## src/rtl/clk_wiz_lock_pkg.sv

```systemverilog
// clk_wiz_lock_pkg: state encoding and counter sizing shared by the MMCM lock controller.
package clk_wiz_lock_pkg;
  typedef logic [2:0] state_t;
  localparam state_t RESET_MMCM = 3'd0;
  localparam state_t WAIT_LOCK  = 3'd1;
  localparam state_t STABLE     = 3'd2;
  localparam state_t RUN        = 3'd3;
  localparam state_t FAULT      = 3'd4;
  function automatic int cnt_width(input int a, input int b, input int c);
    int m;
    m = (a > b) ? a : b;
    m = (m > c) ? m : c;
    return (m < 2) ? 1 : $clog2(m);
  endfunction
endpackage

```

## src/rtl/clk_wiz_lock_ctrl_sync_bit.sv

```systemverilog
// sync_bit: STAGES-deep flop chain bringing an asynchronous bit into the clk_i domain.
module sync_bit #(
  parameter int STAGES = 2
) (
  input  logic clk_i,
  input  logic rst_ni,
  input  logic d_i,
  output logic q_o
);
  logic [STAGES-1:0] ff_q;
  always_ff @(posedge clk_i or negedge rst_ni)
    if (!rst_ni) ff_q <= '0;
    else ff_q <= {ff_q[STAGES-2:0], d_i};
  assign q_o = ff_q[STAGES-1];
endmodule

```

## src/rtl/clk_wiz_lock_ctrl.sv

```systemverilog
// clk_wiz_lock_ctrl: drives MMCM reset, qualifies lock, releases system reset, retries on timeout.
// Define LOCK_LOSS_CNT_EN to build the saturating lock-loss counter; otherwise lock_loss_cnt is 0.
module clk_wiz_lock_ctrl
  import clk_wiz_lock_pkg::*;
#(
  parameter int SYNC_STAGES     = 2,
  parameter int MMCM_RST_CYCLES = 16,
  parameter int LOCK_TIMEOUT    = 1000000,
  parameter int STABLE_CYCLES   = 256,
  parameter int MAX_RETRY       = 3,
  parameter int CNT_W           = 8
) (
  input  logic             sys_clk,
  input  logic             sys_rst_n,
  input  logic             locked,
  output logic             mmcm_rst_n,
  output logic             rst_out_n,
  output logic             lock_ok,
  output logic             timeout_err,
  output logic [CNT_W-1:0] lock_loss_cnt
);
  localparam int CW = cnt_width(MMCM_RST_CYCLES, LOCK_TIMEOUT, STABLE_CYCLES);
  localparam int RW = $clog2(MAX_RETRY + 1);
  logic          locked_s;
  state_t        state_q, state_d;
  logic [CW-1:0] cnt_q, cnt_d;
  logic [RW-1:0] retry_q, retry_d, retry_inc;
  logic          mmcm_q, mmcm_d, rst_out_q, rst_out_d, ok_q, ok_d, terr_q, terr_d;
  sync_bit #(.STAGES(SYNC_STAGES)) u_sync (
    .clk_i (sys_clk),
    .rst_ni(sys_rst_n),
    .d_i   (locked),
    .q_o   (locked_s)
  );
  assign retry_inc = retry_q + RW'(1);
  always_comb begin
    state_d   = state_q;
    cnt_d     = cnt_q + CW'(1);
    retry_d   = retry_q;
    mmcm_d    = mmcm_q;
    rst_out_d = rst_out_q;
    ok_d      = ok_q;
    terr_d    = terr_q;
    case (state_q)
      RESET_MMCM: if (cnt_q == CW'(MMCM_RST_CYCLES - 1)) begin
        state_d = WAIT_LOCK;
        cnt_d   = '0;
        mmcm_d  = 1'b1;
      end
      WAIT_LOCK: if (locked_s) begin
        state_d = STABLE;
        cnt_d   = '0;
      end else if (cnt_q == CW'(LOCK_TIMEOUT - 1)) begin
        retry_d = retry_inc;
        state_d = (retry_inc < RW'(MAX_RETRY)) ? RESET_MMCM : FAULT;
        terr_d  = !(retry_inc < RW'(MAX_RETRY));
        cnt_d   = '0;
        mmcm_d  = 1'b0;
      end
      // a glitch only restarts the stability window; retries are for timeouts
      STABLE: if (!locked_s) begin
        state_d = WAIT_LOCK;
        cnt_d   = '0;
      end else if (cnt_q == CW'(STABLE_CYCLES - 1)) begin
        state_d   = RUN;
        cnt_d     = '0;
        retry_d   = '0;
        rst_out_d = 1'b1;
        ok_d      = 1'b1;
      end
      RUN: begin
        cnt_d = '0;
        if (!locked_s) begin
          state_d   = RESET_MMCM;
          mmcm_d    = 1'b0;
          rst_out_d = 1'b0;
          ok_d      = 1'b0;
        end
      end
      default: begin
        state_d   = FAULT;
        cnt_d     = cnt_q;
        mmcm_d    = 1'b0;
        rst_out_d = 1'b0;
        ok_d      = 1'b0;
        terr_d    = 1'b1;
      end
    endcase
  end
  always_ff @(posedge sys_clk or negedge sys_rst_n)
    if (!sys_rst_n) begin
      state_q   <= RESET_MMCM;
      cnt_q     <= '0;
      retry_q   <= '0;
      mmcm_q    <= 1'b0;
      rst_out_q <= 1'b0;
      ok_q      <= 1'b0;
      terr_q    <= 1'b0;
    end else begin
      state_q   <= state_d;
      cnt_q     <= cnt_d;
      retry_q   <= retry_d;
      mmcm_q    <= mmcm_d;
      rst_out_q <= rst_out_d;
      ok_q      <= ok_d;
      terr_q    <= terr_d;
    end
  assign mmcm_rst_n  = mmcm_q;
  assign rst_out_n   = rst_out_q;
  assign lock_ok     = ok_q;
  assign timeout_err = terr_q;
`ifdef LOCK_LOSS_CNT_EN
  logic [CNT_W-1:0] loss_q;
  always_ff @(posedge sys_clk or negedge sys_rst_n)
    if (!sys_rst_n) loss_q <= '0;
    else if (state_q == RUN && !locked_s && loss_q != '1) loss_q <= loss_q + CNT_W'(1);
  assign lock_loss_cnt = loss_q;
`else
  assign lock_loss_cnt = '0;
`endif
endmodule

```

## config.mk

```make
export PLATFORM = sky130hd
export DESIGN_NAME = clk_wiz_lock_ctrl
export DESIGN_NICKNAME = d
export VERILOG_FILES = /design/src/rtl/clk_wiz_lock_pkg.sv /design/src/rtl/clk_wiz_lock_ctrl_sync_bit.sv /design/src/rtl/clk_wiz_lock_ctrl.sv
export SDC_FILE = /design/constraint.sdc
export NUM_CORES = 1
export LEC_CHECK = 0
export CAP_MARGIN = 10
export CORE_UTILIZATION = 50
export DETAILED_ROUTE_END_ITERATION = 8
export GPL_TIMING_DRIVEN = 0
export PLACE_DENSITY = 0.78
export SLEW_MARGIN = 0
export SYNTH_ARGS = -nofsm -noshare
export SYNTH_HDL_FRONTEND = slang
export SYNTH_SLANG_ARGS = --single-unit
export TNS_END_PERCENT = 30
```

## constraint.sdc

```tcl
create_clock -name sys_clk -period 2.28 [get_ports sys_clk]
set_input_delay 0.456 -clock sys_clk [delete_from_list [all_inputs] [get_ports sys_clk]]
set_output_delay 0.456 -clock sys_clk [all_outputs]
set_load 0.005 [all_outputs]
```

==> out/qor.yml <==
clock_tree:
  clkLatencyLatePin_ns: 0.33
  htreeDepth: 2
  root_buffer: "clkbuf_4"
  numCtsBuffers: 5
  holdBufCountCts: 0
  clock_path_buffers: 2
  clock_sinks: 30
  cts.clk_slew.worst_paths_ns: 0.09
  cts_tree: "yes"
timing:
  finClkSkew_ns: 0.008893
  drv_slew: 0
  max_slew.worst_pin.slew_ns: 0.7076
  fmax_mhz: 458.0
  min_period_over_period_pct: 95.77
  slew_headroom_pct: 52.68
  hold_viol: 0
  period_needed_ns: 2.183
  fin_ws_ns: 0.09652
  setup_violations: 0
detailed_routing:
  wl_met3_um: 222
  drc: 0
  highest_layer: "met4"
  wl_mm: 3.499
  wl_met2_mm: 1.545
  m1WireLength_mm: 1.679
  drt_iter0_markers: 59
  wl_per_cell_um: 13.30
  ant_nets: 0
  dr.pass1.iters: 4
  routed-via-count: 1419
  routed_via_density: 5.395
grt:
  grt_max_degree: 18
  antenna_found_initial: 0
  grt_pass1_vias: 1187
  grt_pass1_wl_mm: 5.554
  grt_usage_pct: 21.14
  grt.overflow.total: 0
synthesis:
  syn_avg_cell_area_um2: 9.018
  netlist_area_um2: 1740
  ys_ff_latch: 30
  yosysMostFrequentCell: "dfrtp_1"
  syn-instance-count: 193
  synth_ff_type: "dfrtp_1"
  synth_edf_count: 0
  yosysUniqueCellTypes: 48
  synthTopCellsByCount: "30 x dfrtp_1, 21 x nand2_1, 21 x nor2_1"
  ys_warn_count: 0
  synth_top_area_share_pct: 43.13
  synthArstFlopShare_pct: 100.0
  yosysSeqAreaShare_pct: 43.13
  netlist_top_cells_area: "dfrtp_1 43%, nand2_1 4.5%, nor2_1 4.5%, buf_4 3.9%, mux2i_1 2.9%"
  synth_top_area_cell: "dfrtp_1"
finish:
  antenna_cells: 0
  stdcell_area_um2: 2028
  final_cells: 263
  drive_above_1_share_pct: 19.35
  final_nets: 221
  syn_to_final_growth_pct: 16.54
placement:
  place_area_um2: 1912
  placed_cells_incl_taps: 253
  place_congestion: 0.8417
  dp.final_hpwl_mm: 2.587
  dp_slack_ns: 0.07653
  port_buffers: 6
critical_path:
  critical_path_depth: 7
  cpMostUsedCell: "nand2_1"
  r2r_setup_slack_ns: 0.1
  path_cells: "nor4_1, nand2_1, o31ai_4, a31oi_4, buf_4, nand2_1, o21ai_0"
  crit_path_max_incr_delay_ns: 0.49
  startpoint: "cnt_q[8]"
  crit_end: "cnt_q[1]"
  cpMaxStageDelayCell: "nor4_1"
  r2r-start: "cnt_q[8]"
  cp_top_family: "simple AND/OR/NAND/NOR gates"
  r2r_cells: 7
  path_max_fanout: 8
  cp_num_buf_inv: 1
  crit_arrival_ns: 2.38
  endpoint_kind: "register"
  crit_required_ns: 2.47
  crit_type: "register to register"
  r2r_end: "cnt_q[1]"
  cp-start-kind: "register"
die:
  rows: 21
  die_h_um: 61
  die-area_um2: 3721
  die_w_um: 61
  ioPinCount: 15
  core_area_um2: 3337
  start_util_pct: 52.16
job:
  maxCapViolCount: 0
min_path:
  worstHoldPathType: "register to register"
pwr:
  leakage_nw: 0.8927
  total_power_mw: 1.539
  powerDensity_nw_per_um2: 759.0
  irDropWorstVdd_mv: 0.5419
status:
  status: "finished clean"
-- worst reg2reg max path, cell delays in order, from the launching register on --
cell	delay (ns)
dfrtp_1	0.43
nor4_1	0.49
nand2_1	0.22
o31ai_4	0.35
a31oi_4	0.22
buf_4	0.22
nand2_1	0.05
o21ai_0	0.07
-- final cells by class --
type	instances	area, um^2
Timing Repair Buffer	9	102.6
Inverter	10	37.54
Buffer	14	98.84
Fill cell	300	1309
Multi-Input combinational cell	146	902.1
Sequential cell	30	750.7
Tap cell	46	57.56
Clock buffer	8	78.83
-- registers in the layout (all words and copies together), names as in the netlist --
signal       cells
state_q          3
mmcm_rst_n       1
u_sync.ff_q      2
retry_q          2
cnt_q           20
timeout_err      1
lock_ok          1
-- stage by stage --
stage | TNS, ns | hold slack (ns) | util (%)
after floorplan | 0 | 0.1604 | -
after global routing | -0.004603 | 0.3721 | 60.78
after detailed placement | 0 | 0.3427 | 57.29
after CTS | 0 | 0.3648 | 59.66
final | 0 | 0.3588 | 60.78
after global placement | 0 | 0.3327 | 56.47
-- cells by family (layout without fill, tap and decap cells) --
group                      count (synthesis)  in the layout  share of synthesized area [%]
xor gates and xnor gates                   7              7                          3.523
muxes                                      5              5                          2.876
other                                      1              8                         0.2155
DFF                                       30             30                          43.13
buffers and inverters                     24             41                          7.835
adders and majority gates                  2              2                          1.438
AOI/OAI and AO/OA                         39             39                          15.96
and+or+nand+nor                           85             85                          25.02
-- power breakdown --
part	internal, mW	total [mW]	leakage [nW]	switching (mW)
registers	0.591	0.667	0.403	0.0761
clock network	0.211	0.396	0.0446	0.185
logic	0.191	0.476	0.445	0.285
total	0.993	1.54	0.893	0.547
-- timing repair --
| action | in CTS | in global routing |
|---|---|---|
| setup buffers | 0 | 2 |
| setup endpoints to repair | 0 | 16 |
| gates resized for setup | 0 | 5 |
-- per-layer routing --
metal  global-route usage, %  vias to the layer above
met4                   9.740                        0
met5                       0                        -
met2                   29.04                       51
li1                        -                      715
met3                   5.970                        6
met1                   30.65                      647
-- worst min-delay path by stage --
stage | cells past startpoint | to | slack (ns) | startpoint
finish | 0 | u_sync.ff_q[1] | 0.36 | u_sync.ff_q[0]
global route | 0 | u_sync.ff_q[1] | 0.37 | u_sync.ff_q[0]
CTS | 0 | u_sync.ff_q[1] | 0.36 | u_sync.ff_q[0]
detailed placement | 0 | u_sync.ff_q[1] | 0.34 | u_sync.ff_q[0]
global placement | 0 | u_sync.ff_q[1] | 0.33 | u_sync.ff_q[0]
floorplan | 0 | cnt_q[0] | 0.16 | sys_rst_n
-- cells in the final DEF, fill, tap and decap left out, types with 3 or more instances in the layout --
cell / instances
mux2i_1: 5
xnor2_1: 3
nor2_1: 21
a21oi_1: 7
a31oi_1: 3
xor2_1: 4
o21ai_0: 10
buf_4: 11
clkbuf_8: 4
o22ai_1: 4
nor3_1: 6
inv_1: 10
conb_1: 8
and3_1: 3
clkdlybuf4s50_1: 6
clkbuf_4: 5
nand2_1: 21
nand4_1: 5
nand3_1: 9
dfrtp_1: 30
Power figures use the tool's default switching activity.
